--- src/rtl/imem_loader.sv ---
// Instruction-memory loader: receives a length-prefixed byte stream, writes
// little-endian 32-bit words into instruction memory, verifies an 8-bit
// additive checksum, then releases the CPU from reset.
//
//   state  | meaning
//   -------+-----------------------------------------------------------
//   IDLE   | after reset; CPU held in reset, waiting for start
//   LEN_LO | waiting for word-count byte N[7:0]
//   LEN_HI | waiting for word-count byte N[15:8]; length checked here
//   DATA   | assembling 4 bytes per word, writing each completed word
//   CHECK  | waiting for the checksum byte
//   RUN    | load good; CPU out of reset
//   FAIL   | load rejected; error flag set, CPU held in reset
//
// ADDR_W must be at most 16 (the word index is a 16-bit counter) and wide
// enough to address MAX_WORDS-1.
module imem_loader #(
   parameter int ADDR_W    = 12,
   parameter int MAX_WORDS = 4096
) (
   input  logic              clk,
   input  logic              rst,
   input  logic              start,
   input  logic              byte_valid,
   input  logic [7:0]        byte_data,
   output logic              byte_ready,
   output logic              mem_we,
   output logic [ADDR_W-1:0] mem_addr,
   output logic [31:0]       mem_wdata,
   output logic              cpu_rst_n,
   output logic              busy,
   output logic              done,
   output logic              error
);

   typedef enum logic [2:0] {
      S_IDLE, S_LEN_LO, S_LEN_HI, S_DATA, S_CHECK, S_RUN, S_FAIL
   } state_t;

   localparam logic [16:0] MAX_N = 17'(MAX_WORDS);

   state_t              r_state;
   state_t              w_next;
   logic [7:0]          r_len_lo;
   logic [15:0]         r_len;
   logic [15:0]         r_word_idx;
   logic [1:0]          r_byte_sel;
   logic [23:0]         r_asm;
   logic [7:0]          r_csum;
   logic                r_we;
   logic [ADDR_W-1:0]   r_addr;
   logic [31:0]         r_wdata;
   logic                r_done;
   logic                r_error;

   logic                w_ready;
   logic                w_accept;
   logic                w_start_ok;
   logic [15:0]         w_len;
   logic                w_len_bad;
   logic                w_word_end;
   logic                w_last_word;

   assign w_ready     = (r_state == S_LEN_LO) || (r_state == S_LEN_HI) ||
                        (r_state == S_DATA)   || (r_state == S_CHECK);
   assign w_accept    = byte_valid & w_ready;
   assign w_start_ok  = start & ((r_state == S_IDLE) || (r_state == S_RUN) ||
                                 (r_state == S_FAIL));
   assign w_len       = {byte_data, r_len_lo};
   assign w_len_bad   = (w_len == 16'd0) || ({1'b0, w_len} > MAX_N);
   assign w_word_end  = (r_byte_sel == 2'd3);
   assign w_last_word = (r_word_idx == (r_len - 16'd1));

   assign byte_ready = w_ready;
   assign busy       = w_ready;
   assign cpu_rst_n  = (r_state == S_RUN);
   assign mem_we     = r_we;
   assign mem_addr   = r_addr;
   assign mem_wdata  = r_wdata;
   assign done       = r_done;
   assign error      = r_error;

   // State register.
   always_ff @(posedge clk) begin
      if (rst) r_state <= S_IDLE;
      else     r_state <= w_next;
   end

   // Next-state decode.
   always_comb begin
      w_next = r_state;
      case (r_state)
         S_IDLE, S_RUN, S_FAIL: if (start) w_next = S_LEN_LO;
         S_LEN_LO:              if (w_accept) w_next = S_LEN_HI;
         S_LEN_HI:              if (w_accept) w_next = w_len_bad ? S_FAIL : S_DATA;
         S_DATA:                if (w_accept && w_word_end && w_last_word) w_next = S_CHECK;
         S_CHECK:               if (w_accept) w_next = (byte_data == r_csum) ? S_RUN : S_FAIL;
         default:               w_next = S_IDLE;
      endcase
   end

   // Header capture, word assembly, checksum, write strobe and status flags.
   always_ff @(posedge clk) begin
      if (rst) begin
         r_len_lo   <= '0;
         r_len      <= '0;
         r_word_idx <= '0;
         r_byte_sel <= '0;
         r_asm      <= '0;
         r_csum     <= '0;
         r_we       <= 1'b0;
         r_addr     <= '0;
         r_wdata    <= '0;
         r_done     <= 1'b0;
         r_error    <= 1'b0;
      end else begin
         r_we   <= 1'b0;
         r_done <= 1'b0;
         if (w_start_ok) begin
            r_error    <= 1'b0;
            r_word_idx <= '0;
            r_byte_sel <= '0;
            r_csum     <= '0;
         end
         if (w_accept) begin
            case (r_state)
               S_LEN_LO: r_len_lo <= byte_data;
               S_LEN_HI: begin
                  r_len <= w_len;
                  if (w_len_bad) r_error <= 1'b1;
               end
               S_DATA: begin
                  r_csum     <= r_csum + byte_data;
                  r_byte_sel <= r_byte_sel + 2'd1;
                  case (r_byte_sel)
                     2'd0: r_asm[7:0]   <= byte_data;
                     2'd1: r_asm[15:8]  <= byte_data;
                     2'd2: r_asm[23:16] <= byte_data;
                     default: begin
                        r_we       <= 1'b1;
                        r_addr     <= r_word_idx[ADDR_W-1:0];
                        r_wdata    <= {byte_data, r_asm};
                        r_word_idx <= r_word_idx + 16'd1;
                     end
                  endcase
               end
               S_CHECK: begin
                  if (byte_data == r_csum) r_done  <= 1'b1;
                  else                     r_error <= 1'b1;
               end
               default: ;
            endcase
         end
      end
   end

endmodule

--- config.mk ---
export PLATFORM = sky130hd
export DESIGN_NAME = imem_loader
export DESIGN_NICKNAME = d
export VERILOG_FILES = /design/src/rtl/imem_loader.sv
export SDC_FILE = /design/constraint.sdc
export NUM_CORES = 1
export LEC_CHECK = 0
export CAP_MARGIN = 0
export CORE_MARGIN = 10
export CORE_UTILIZATION = 51
export DETAILED_ROUTE_END_ITERATION = 12
export PLACE_DENSITY = 0.76
export SLEW_MARGIN = 20
export SYNTH_ARGS = -nofsm -noshare
export SYNTH_HDL_FRONTEND = slang
export SYNTH_SLANG_ARGS = --single-unit
--- constraint.sdc ---
create_clock -name clk -period 2.44 [get_ports clk]
set_clock_uncertainty 0.2 [all_clocks]
set_input_delay 0.488 -clock clk [delete_from_list [all_inputs] [get_ports clk]]
set_output_delay 0.488 -clock clk [all_outputs]
set_load 0.05 [all_outputs]
==> impl_metrics.toml, run 1 <==
[floorplanning]
rows = 38
io_pins = 62
core_mm2 = 0.0108
die_w_um = 125
die-area_mm2 = 0.0157
initial_core_util_pct = 52.2
die_height_um = 125

[synthesis]
syn_area_per_cell_um2 = 7.79
yosys.area.top_type = "dfxtp_1"
synth-seq-cells = 124
synth_top_flop_cell = "dfxtp_1"
synthCells = 726
yosysWarnings = 0
synth_area_leaders = "dfxtp_1, nand2_1, a21oi_1, nand3_1, clkbuf_1"
seq_area_frac_synth_pct = 43.9
synth-edff-count = 0
async_flop_share_pct = 0
synth_top_cell_area_share_pct = 43.9
netlist_area_mm2 = 0.00566
ys_types = 54
syn_nets = 753

[cells_and_area]
drive_gt1_share_pct = 14.6
final_util_pct = 69.1
areaGrowthSynthToFinish_pct = 32.4
layout.area.seq_mm2 = 0.00248
final_common_cell = "nand2_1"
most-common-layout-cells = "nand2_1, dfxtp_1, a21oi_1"
final_nets = 843
diodes = 0
multiInputGateArea_mm2 = 0.00301
num-fill-cells = 872
postLayoutCellArea_mm2 = 0.00749

[worst_setup_path]
crit_path_end_kind = "register"
cpMaxStageDelayCell = "or4b_4"
start_kind = "register"
crit_type = "reg2reg"
critPathMaxStageDelay_ps = 500
required_ps = 2660
path_cells = "inv_2 > ha_4 > or4b_4 > or4_4 > o31ai_4 > o2111ai_2 > nor4_2 > buf_4 > o41ai_1"
cp_data_arrival_time_ps = 2870
critPathMaxFanout = 4

[run_status]
violations = "setup timing"
status = "complete, but fails checks"

[global_route]
grt.overflow.total = 0
grt_pass1_wl_mm = 26.1
grt_max_degree = 78
grt_use_total_pct = 19.7
antenna_found_initial = 0
first_global_vias = 5464

[run]
drv_cap = 0

[detailed_routing]
ant_nets = 0
wl_mm = 15.7
drtIter0Drc = 443
routed_via_density = 5.62
wire_per_inst_um = 16.2
drcViolationCount = 0
first_pass_iters = 7
via_count = 5442

[sta]
setup_slack_ps = -214
tns_ps = -610
tightest_slew_ps = 604
finalMaxSlewViolations = 0
rsz0062_at_grt = "true"
finalSetupViolations = 3
hold_viol_final = 0
fmax_mhz = 377
period_share_pct = 109
maxSlewHeadroom_pct = 59.8
period_minus_slack_ps = 2650

[cts]
cts_tree = "built"
cts.path.max_buffers = 2
hold_buffers = 0
clock_latency_ps = 540
cts_root_buffer = "clkbuf_8"
htree_levels = 4
clock-sinks = 124
cts_buffers = 17
clk_pin_slew_ps = 60

[power_and_ir_drop]
power_per_cell_area_mw_per_mm2 = 753
p_leak_nw = 2.75
vdd_ir_drop_max_uv = 607
power_w = 0.00564

[placed_design]
gp_congestion = 0.869
io_buffers = 61
post-place-ws_ps = -436
hpwl_mm = 11.0
postPlaceCellArea_mm2 = 0.00681

[worst_hold_path]
worstHoldPathType = "in2reg"
## area by class of cell
| class | instances | share of cell area, % |
|---|---|---|
| clock buffers | 22 | 6.18 |
| clock inverters | 10 | 2.17 |
| inverters | 11 | 0.551 |
| multi-input cells | 538 | 40.2 |
| flip-flops and latches | 124 | 33.2 |
| well taps | 140 | 2.34 |
| repair buffers | 124 | 15.4 |
## path summary, 6_finish.rpt
| check | start | end | slack, ps | cells past startpoint |
|---|---|---|---|---|
| setup reg to reg | r_len[1]$_SDFFE_PP0P_ | r_state[1]$_SDFFE_PP0P_ | -210 | 9 |
| setup / recovery | r_len[1]$_SDFFE_PP0P_ | r_state[1]$_SDFFE_PP0P_ | -210 | 9 |
| hold / removal | rst | r_csum[1]$_SDFF_PP0_ | 100 | 2 |
| hold reg to reg | mem_wdata[11]$_SDFFE_PP0P_ | mem_wdata[11]$_SDFFE_PP0P_ | 250 | 2 |
## routing by layer
layer	track usage (%)	vias up	part of all wire [%]
met5	0	-	0
met4	8.74	0	2.6
met3	5.41	32	6.1
met2	33.6	179	49
met1	22.7	2583	42
li1	-	2648	-
## per-stage QoR
stage / std cells / hold slack, ps
after floorplan: 726 / 232
after CTS: 969 / 86.4
after global routing: 969 / 101
after detailed placement: 937 / 248
after global placement: 937 / 243
final: 969 / 101
## cells in the mapped netlist, types with 2 or more instances
cell,count
a31oi_1,4
o31ai_1,4
nor2b_1,4
mux2i_1,6
inv_2,2
a21oi_1,112
nor2_1,35
o21a_1,4
nand3_1,43
nand4_1,7
a21o_1,4
o311ai_1,2
clkbuf_1,48
dfxtp_1,124
a22oi_1,2
xor2_1,16
o21ai_1,5
and3_1,3
o22ai_1,2
buf_2,2
inv_1,9
ha_1,14
xnor2_1,19
nand2b_1,5
nand2_1,192
and2_1,3
nand3b_1,2
and4_1,2
o41ai_1,2
or4_1,4
nor4_1,7
mux2_1,4
nor3_1,12
nor3_2,2
## power breakdown
part	internal, W	total [W]	switching [W]
logic	0.000368	0.000859	0.000491
clock network	0.00174	0.00265	0.000906
registers	0.00207	0.00213	0.0000604
## worst max-delay path, delay by kind of cell, from the launching register on
kind            cells  cell delay (ps)
simple gates        3             1160
buf+inv             2              250
fa+ha+maj           1              130
compound gates      3              470
flops               1              320
## kinds of logic (layout without fill, tap and decap cells)
| group | count (synthesis) | count (layout) | synth area share (%) |
|---|---|---|---|
| multiplexers | 11 | 11 | 2.06 |
| AND/OR/NAND/NOR | 327 | 327 | 25.7 |
| XOR/XNOR | 35 | 35 | 5.42 |
| AO/OA/AOI/OAI | 150 | 150 | 15.0 |
| buffers and inverters | 64 | 167 | 4.49 |
| flip-flops | 124 | 124 | 43.9 |
| adder cells (fa/ha/maj) | 15 | 15 | 3.45 |
## flip-flops by register name, summed over array words and instances, names as in the netlist
name,flops
done,1
error,1
mem_addr,12
mem_wdata,32
mem_we,1
r_asm,24
r_byte_sel,2
r_csum,8
r_len,16
r_len_lo,8
r_state,3
r_word_idx,16
## timing repair
action / 4_1_cts / 5_1_grt
endpoints found under the setup margin: 4 / 5
buffers inserted: 0 / 0
gates resized for setup: 7 / 4
pin swaps: 4 / 0
gates cloned: 0 / 0
Note: power is estimated with default switching activity, not from simulation.
==> inputs of run 2 (changes only) <==
- PLACE_DENSITY: 0.76 -> 0.87
- SLEW_MARGIN: 20 -> 10
==> impl_metrics.toml, run 2 (synthesized netlist as in run 1, its figures left out) <==
[run_status]
status = "complete, but fails checks"
violations = "setup timing"

[floorplanning]
core_mm2 = 0.0108
die-area_mm2 = 0.0157
rows = 38
die_height_um = 125
io_pins = 62
initial_core_util_pct = 52.2
die_w_um = 125

[cts]
htree_levels = 4
hold_buffers = 0
cts_buffers = 17
cts_tree = "built"
cts.path.max_buffers = 2
clk_pin_slew_ps = 60
clock-sinks = 124
clock_latency_ps = 530
cts_root_buffer = "clkbuf_8"

[worst_setup_path]
rr_worst_depth = 9
path_common_cell = "buf_4"
cpMaxStageDelayCell = "or4_4"
start_kind = "register"
path_cells = "buf_4 > or4_4 > nor4b_4 > buf_4 > nand4_1 > o21a_1 > nor4_2 > buf_4 > o41ai_2"
critPathMaxFanout = 3
reg2reg_to = "r_state[1]$_SDFFE_PP0P_"
endpoint = "r_state[1]$_SDFFE_PP0P_"
critPathMaxStageDelay_ps = 580
cp_data_arrival_time_ps = 2790
cp-startpoint = "r_len[1]$_SDFFE_PP0P_"
path_buf_inv = 3
required_ps = 2630
cp_top_family = "simple AND/OR/NAND/NOR gates"
reg2reg_from = "r_len[1]$_SDFFE_PP0P_"
reg2reg_slack_ps = -160
crit_path_end_kind = "register"
crit_type = "reg2reg"
cp.depth = 9

[global_route]
antenna_found_initial = 0
grt_max_degree = 58
grt_use_total_pct = 20.5
grt_pass1_wl_mm = 27.1
first_global_vias = 5596
grt.overflow.total = 0

[cells_and_area]
largest_reg_flops = 32
final_util_pct = 69.4
most-common-layout-cells = "nand2_1, dfxtp_1, a21oi_1"
areaGrowthSynthToFinish_pct = 33.0
drive_gt1_share_pct = 15.7
final_common_cell = "nand2_1"
diodes = 0
final_nets = 855
postLayoutCellArea_mm2 = 0.00752
num-fill-cells = 765

[sta]
finalMaxSlewViolations = 0
period_share_pct = 106
finalSetupViolations = 3
tightest_slew_ps = 611
hold_viol_final = 0
fmax_mhz = 385
period_minus_slack_ps = 2600
rsz0062_at_grt = "true"
setup_slack_ps = -156
maxSlewHeadroom_pct = 59.3

[power_and_ir_drop]
p_leak_nw = 2.80
vdd_ir_drop_max_uv = 471
power_per_cell_area_mw_per_mm2 = 728

[detailed_routing]
wire_per_inst_um = 16.8
drtIter0Drc = 652
first_pass_iters = 8
routed_via_density = 5.80
ant_nets = 0
drcViolationCount = 0
wl_mm = 16.4
via_count = 5682

[placed_design]
gp_congestion = 0.892
postPlaceCellArea_mm2 = 0.00688
hpwl_mm = 10.6
io_buffers = 61

[worst_hold_path]
hp-start = "mem_addr[7]$_SDFFE_PP0P_"
worstHoldPathType = "reg2reg"

[run]
drv_cap = 0
-- run 2: changes by cell type in the layout (fill, tap and decap cells not counted), moves of 2 or more --
| cell | change |
|---|---|
| buf_4 | +12 |
| clkinv_2 | +2 |
| dfxtp_1 | -2 |
| clkbuf_8 | -3 |
| dfxtp_2 | +2 |
| clkinvlp_4 | +2 |
-- run 2: metrics by stage --
step                      setup slack, ps  power, W  setup TNS (ps)  instances  hold slack, ps
after global placement               -381   0.00299           -1550        947             241
final                                -156   0.00548            -423        980             251
after detailed placement             -407   0.00301           -2060        947             243
after CTS                            -121   0.00544            -292        978             241
after floorplan                     -56.8   0.00268            -142        726             232
after global routing                 -243   0.00565            -677        980             268
-- run 2: worst min-delay path by stage --
stage	to	slack, ps	cells past startpoint
4_1_cts	r_word_idx[6]$_SDFF_PP0_	240	2
3_3_place_gp	mem_addr[8]$_SDFFE_PP0P_	240	2
2_1_floorplan	mem_wdata[0]$_SDFFE_PP0P_	230	2
3_5_place_dp	mem_wdata[3]$_SDFFE_PP0P_	240	2
5_1_grt	mem_wdata[29]$_SDFFE_PP0P_	270	2
6_report	mem_addr[7]$_SDFFE_PP0P_	250	2
-- run 2: power breakdown --
group / internal, W / switching, W / leakage, nW
Sequential: 0.00207 / 0.0000639 / 1.00
Clock: 0.00154 / 0.000911 / 0.269
Combinational: 0.000393 / 0.000495 / 1.53
Total: 0.00401 / 0.00147 / 2.80
-- run 2: what timing repair did --
action / in CTS / in global routing
gates cloned: 0 / 0
buffers inserted: 0 / 2
gates resized for setup: 5 / 6
hold endpoints to repair: 0 / 0
endpoints found under the setup margin: 3 / 9
pin swaps: 4 / 1
-- run 2: final cells by class --
cell class	instances	area (µm²)	share of cell area, %
clock buffer	19	422	5.61
inverter	11	41.3	0.549
timing repair buffer	136	1240	16.5
tap	140	175	2.33
clock inverter	12	149	1.98
multi-input combinational	538	3000	39.9
sequential	124	2490	33.1
-- run 2: per-layer routing --
metal | vias to the layer above | global-route usage [%] | share of wire, %
met4 | 0 | 9.55 | 3.4
met1 | 2673 | 23.0 | 39
li1 | 2670 | - | -
met2 | 280 | 34.8 | 49
met5 | - | 0 | 0
met3 | 59 | 6.21 | 8.2
-- run 2: worst reg2reg max path, cell delays in order, from the launching register on --
cell     delay [ps]
dfxtp_2         320
buf_4           130
or4_4           580
nor4b_4         350
buf_4           160
nand4_1          90
o21a_1          150
nor4_2          250
buf_4           180
o41ai_2          60
==> inputs of run 3 (changes only) <==
- CORE_UTILIZATION: 51 -> 41
- PLACE_DENSITY: 0.87 -> 0.74
==> impl_metrics.toml, run 3 (synthesized netlist as in run 1, its figures left out) <==
[run_status]
status = "complete, but fails checks"
violations = "setup timing"

[worst_setup_path]
crit_type = "reg2reg"
start_kind = "register"
crit_path_end_kind = "register"
cp_data_arrival_time_ps = 2700
critPathMaxFanout = 3
required_ps = 2510

[sta]
period_share_pct = 107
maxSlewHeadroom_pct = 54.9
fmax_mhz = 381
tightest_slew_ps = 677
finalSetupViolations = 3
finalMaxSlewViolations = 0
tns_ps = -484
hold_viol_final = 0
rsz0062_at_grt = "true"
whs_ps = 248
period_minus_slack_ps = 2620
setup_slack_ps = -183

[detailed_routing]
ant_nets = 0
drtIter0Drc = 489
via_count = 5410
wl_mm = 15.7
first_pass_iters = 5
wire_per_inst_um = 15.5
drcViolationCount = 0
routed_via_density = 5.34

[cells_and_area]
drive_gt1_share_pct = 16.3
diodes = 0
final_common_cell = "nand2_1"
largest_reg_flops = 32
num-fill-cells = 1188
areaGrowthSynthToFinish_pct = 34.6
most-common-layout-cells = "nand2_1, dfxtp_1, a21oi_1"
fin_cells = 1014
postLayoutCellArea_mm2 = 0.00761
final_nets = 852

[cts]
cts.path.max_buffers = 2
htree_levels = 4
clock_latency_ps = 410
hold_buffers = 0
clock-sinks = 124
cts_tree = "built"
cts_root_buffer = "clkbuf_16"
clk_pin_slew_ps = 60
cts_buffers = 17

[power_and_ir_drop]
power_frac_clock_pct = 44.8
p_sw_w = 0.00154
combinationalPowerShare_pct = 15.8
power_w = 0.00542
sw_frac_of_total_pct = 28.3
p_leak_nw = 2.79
p_int_w = 0.00388
seqPwrFrac_pct = 39.3
vdd_ir_drop_max_uv = 453
power_per_cell_area_mw_per_mm2 = 712

[global_route]
grt_pass1_wl_mm = 25.3
first_global_vias = 5104
antenna_found_initial = 0
grt_max_degree = 62
grt.overflow.total = 0
grt_use_total_pct = 16.4

[floorplanning]
rows = 42
initial_core_util_pct = 42.2
core_mm2 = 0.0134
io_pins = 62
die_height_um = 137
die-area_mm2 = 0.0189
die_w_um = 137

[worst_hold_path]
worstHoldPathType = "reg2reg"

[run]
drv_cap = 0

[placed_design]
gp_congestion = 0.867
place_inst = 980
postPlaceCellArea_mm2 = 0.00690
hpwl_mm = 10.7
io_buffers = 61
[run 3: cell types whose count changed in the layout (fill, tap and decap cells not counted), moves of 2 or more]
cell       change
ha_1           -4
clkinv_2       -3
inv_6          +4
dfxtp_2        -2
clkinv_4       +4
ha_4           +3
dfxtp_1        +2
clkbuf_1       -2
bufinv_16      -2
buf_4          -4
[run 3: power by group through the flow]
stage | Combinational [W] | Clock, W | Sequential [W]
after floorplan | 0.000531 | 0 | 0.00215
after global placement | 0.000818 | 0 | 0.00217
after detailed placement | 0.000826 | 0 | 0.00217
after CTS | 0.000850 | 0.00245 | 0.00213
after global routing | 0.000927 | 0.00255 | 0.00214
final | 0.000857 | 0.00243 | 0.00213
[run 3: stage by stage]
stage | utilization, % | setup WS (ps)
after floorplan | - | -56.8
after global placement | 51.5 | -429
after detailed placement | 51.5 | -429
after CTS | 56.3 | -171
after global routing | 56.8 | -264
final | 56.8 | -183
[run 3: repair_timing]
item	4_1_cts	5_1_grt
endpoints found under the setup margin	4	5
pin swaps	6	4
setup buffers	1	1
resized for setup	10	9
[run 3: area by class of cell]
type	instances	area, µm²	share of cell area (%)
Clock buffer	18	439	5.77
Clock inverter	14	136	1.79
Inverter	11	41.3	0.542
Timing Repair Buffer	133	1230	16.1
Sequential cell	124	2480	32.6
Multi-Input combinational cell	538	3060	40.2
Tap cell	176	220	2.89
[run 3: per-layer routing]
metal / share of wire (%) / track usage [%] / vias to the layer above / wire length, µm
met4: 1.2 / 4.45 / 0 / 191
li1: - / - / 2674 / -
met5: 0 / 0 / - / 0
met2: 51 / 27.9 / 124 / 7950
met3: 4.9 / 4.41 / 22 / 767
met1: 43 / 20.0 / 2590 / 6770
[run 3: final timing paths]
| check | start | endpoint | slack (ps) | depth (start not counted) |
|---|---|---|---|---|
| max reg2reg | r_len[0]$_SDFFE_PP0P_ | r_state[1]$_SDFFE_PP0P_ | -180 | 9 |
| max | r_len[0]$_SDFFE_PP0P_ | r_state[1]$_SDFFE_PP0P_ | -180 | 9 |
| min | r_asm[14]$_SDFFE_PP0P_ | mem_wdata[14]$_SDFFE_PP0P_ | 250 | 2 |
| min reg2reg | r_asm[14]$_SDFFE_PP0P_ | mem_wdata[14]$_SDFFE_PP0P_ | 250 | 2 |
[run 3: worst max-delay path: stages, from the launching register on]
cell and delay (ps):
dfxtp_2 330, buf_6 110, or4_4 570, nor3_4 170, mux2i_1 210, mux2i_1 100
o21a_1 240, nor4_4 310, buf_4 180, o41ai_1 60
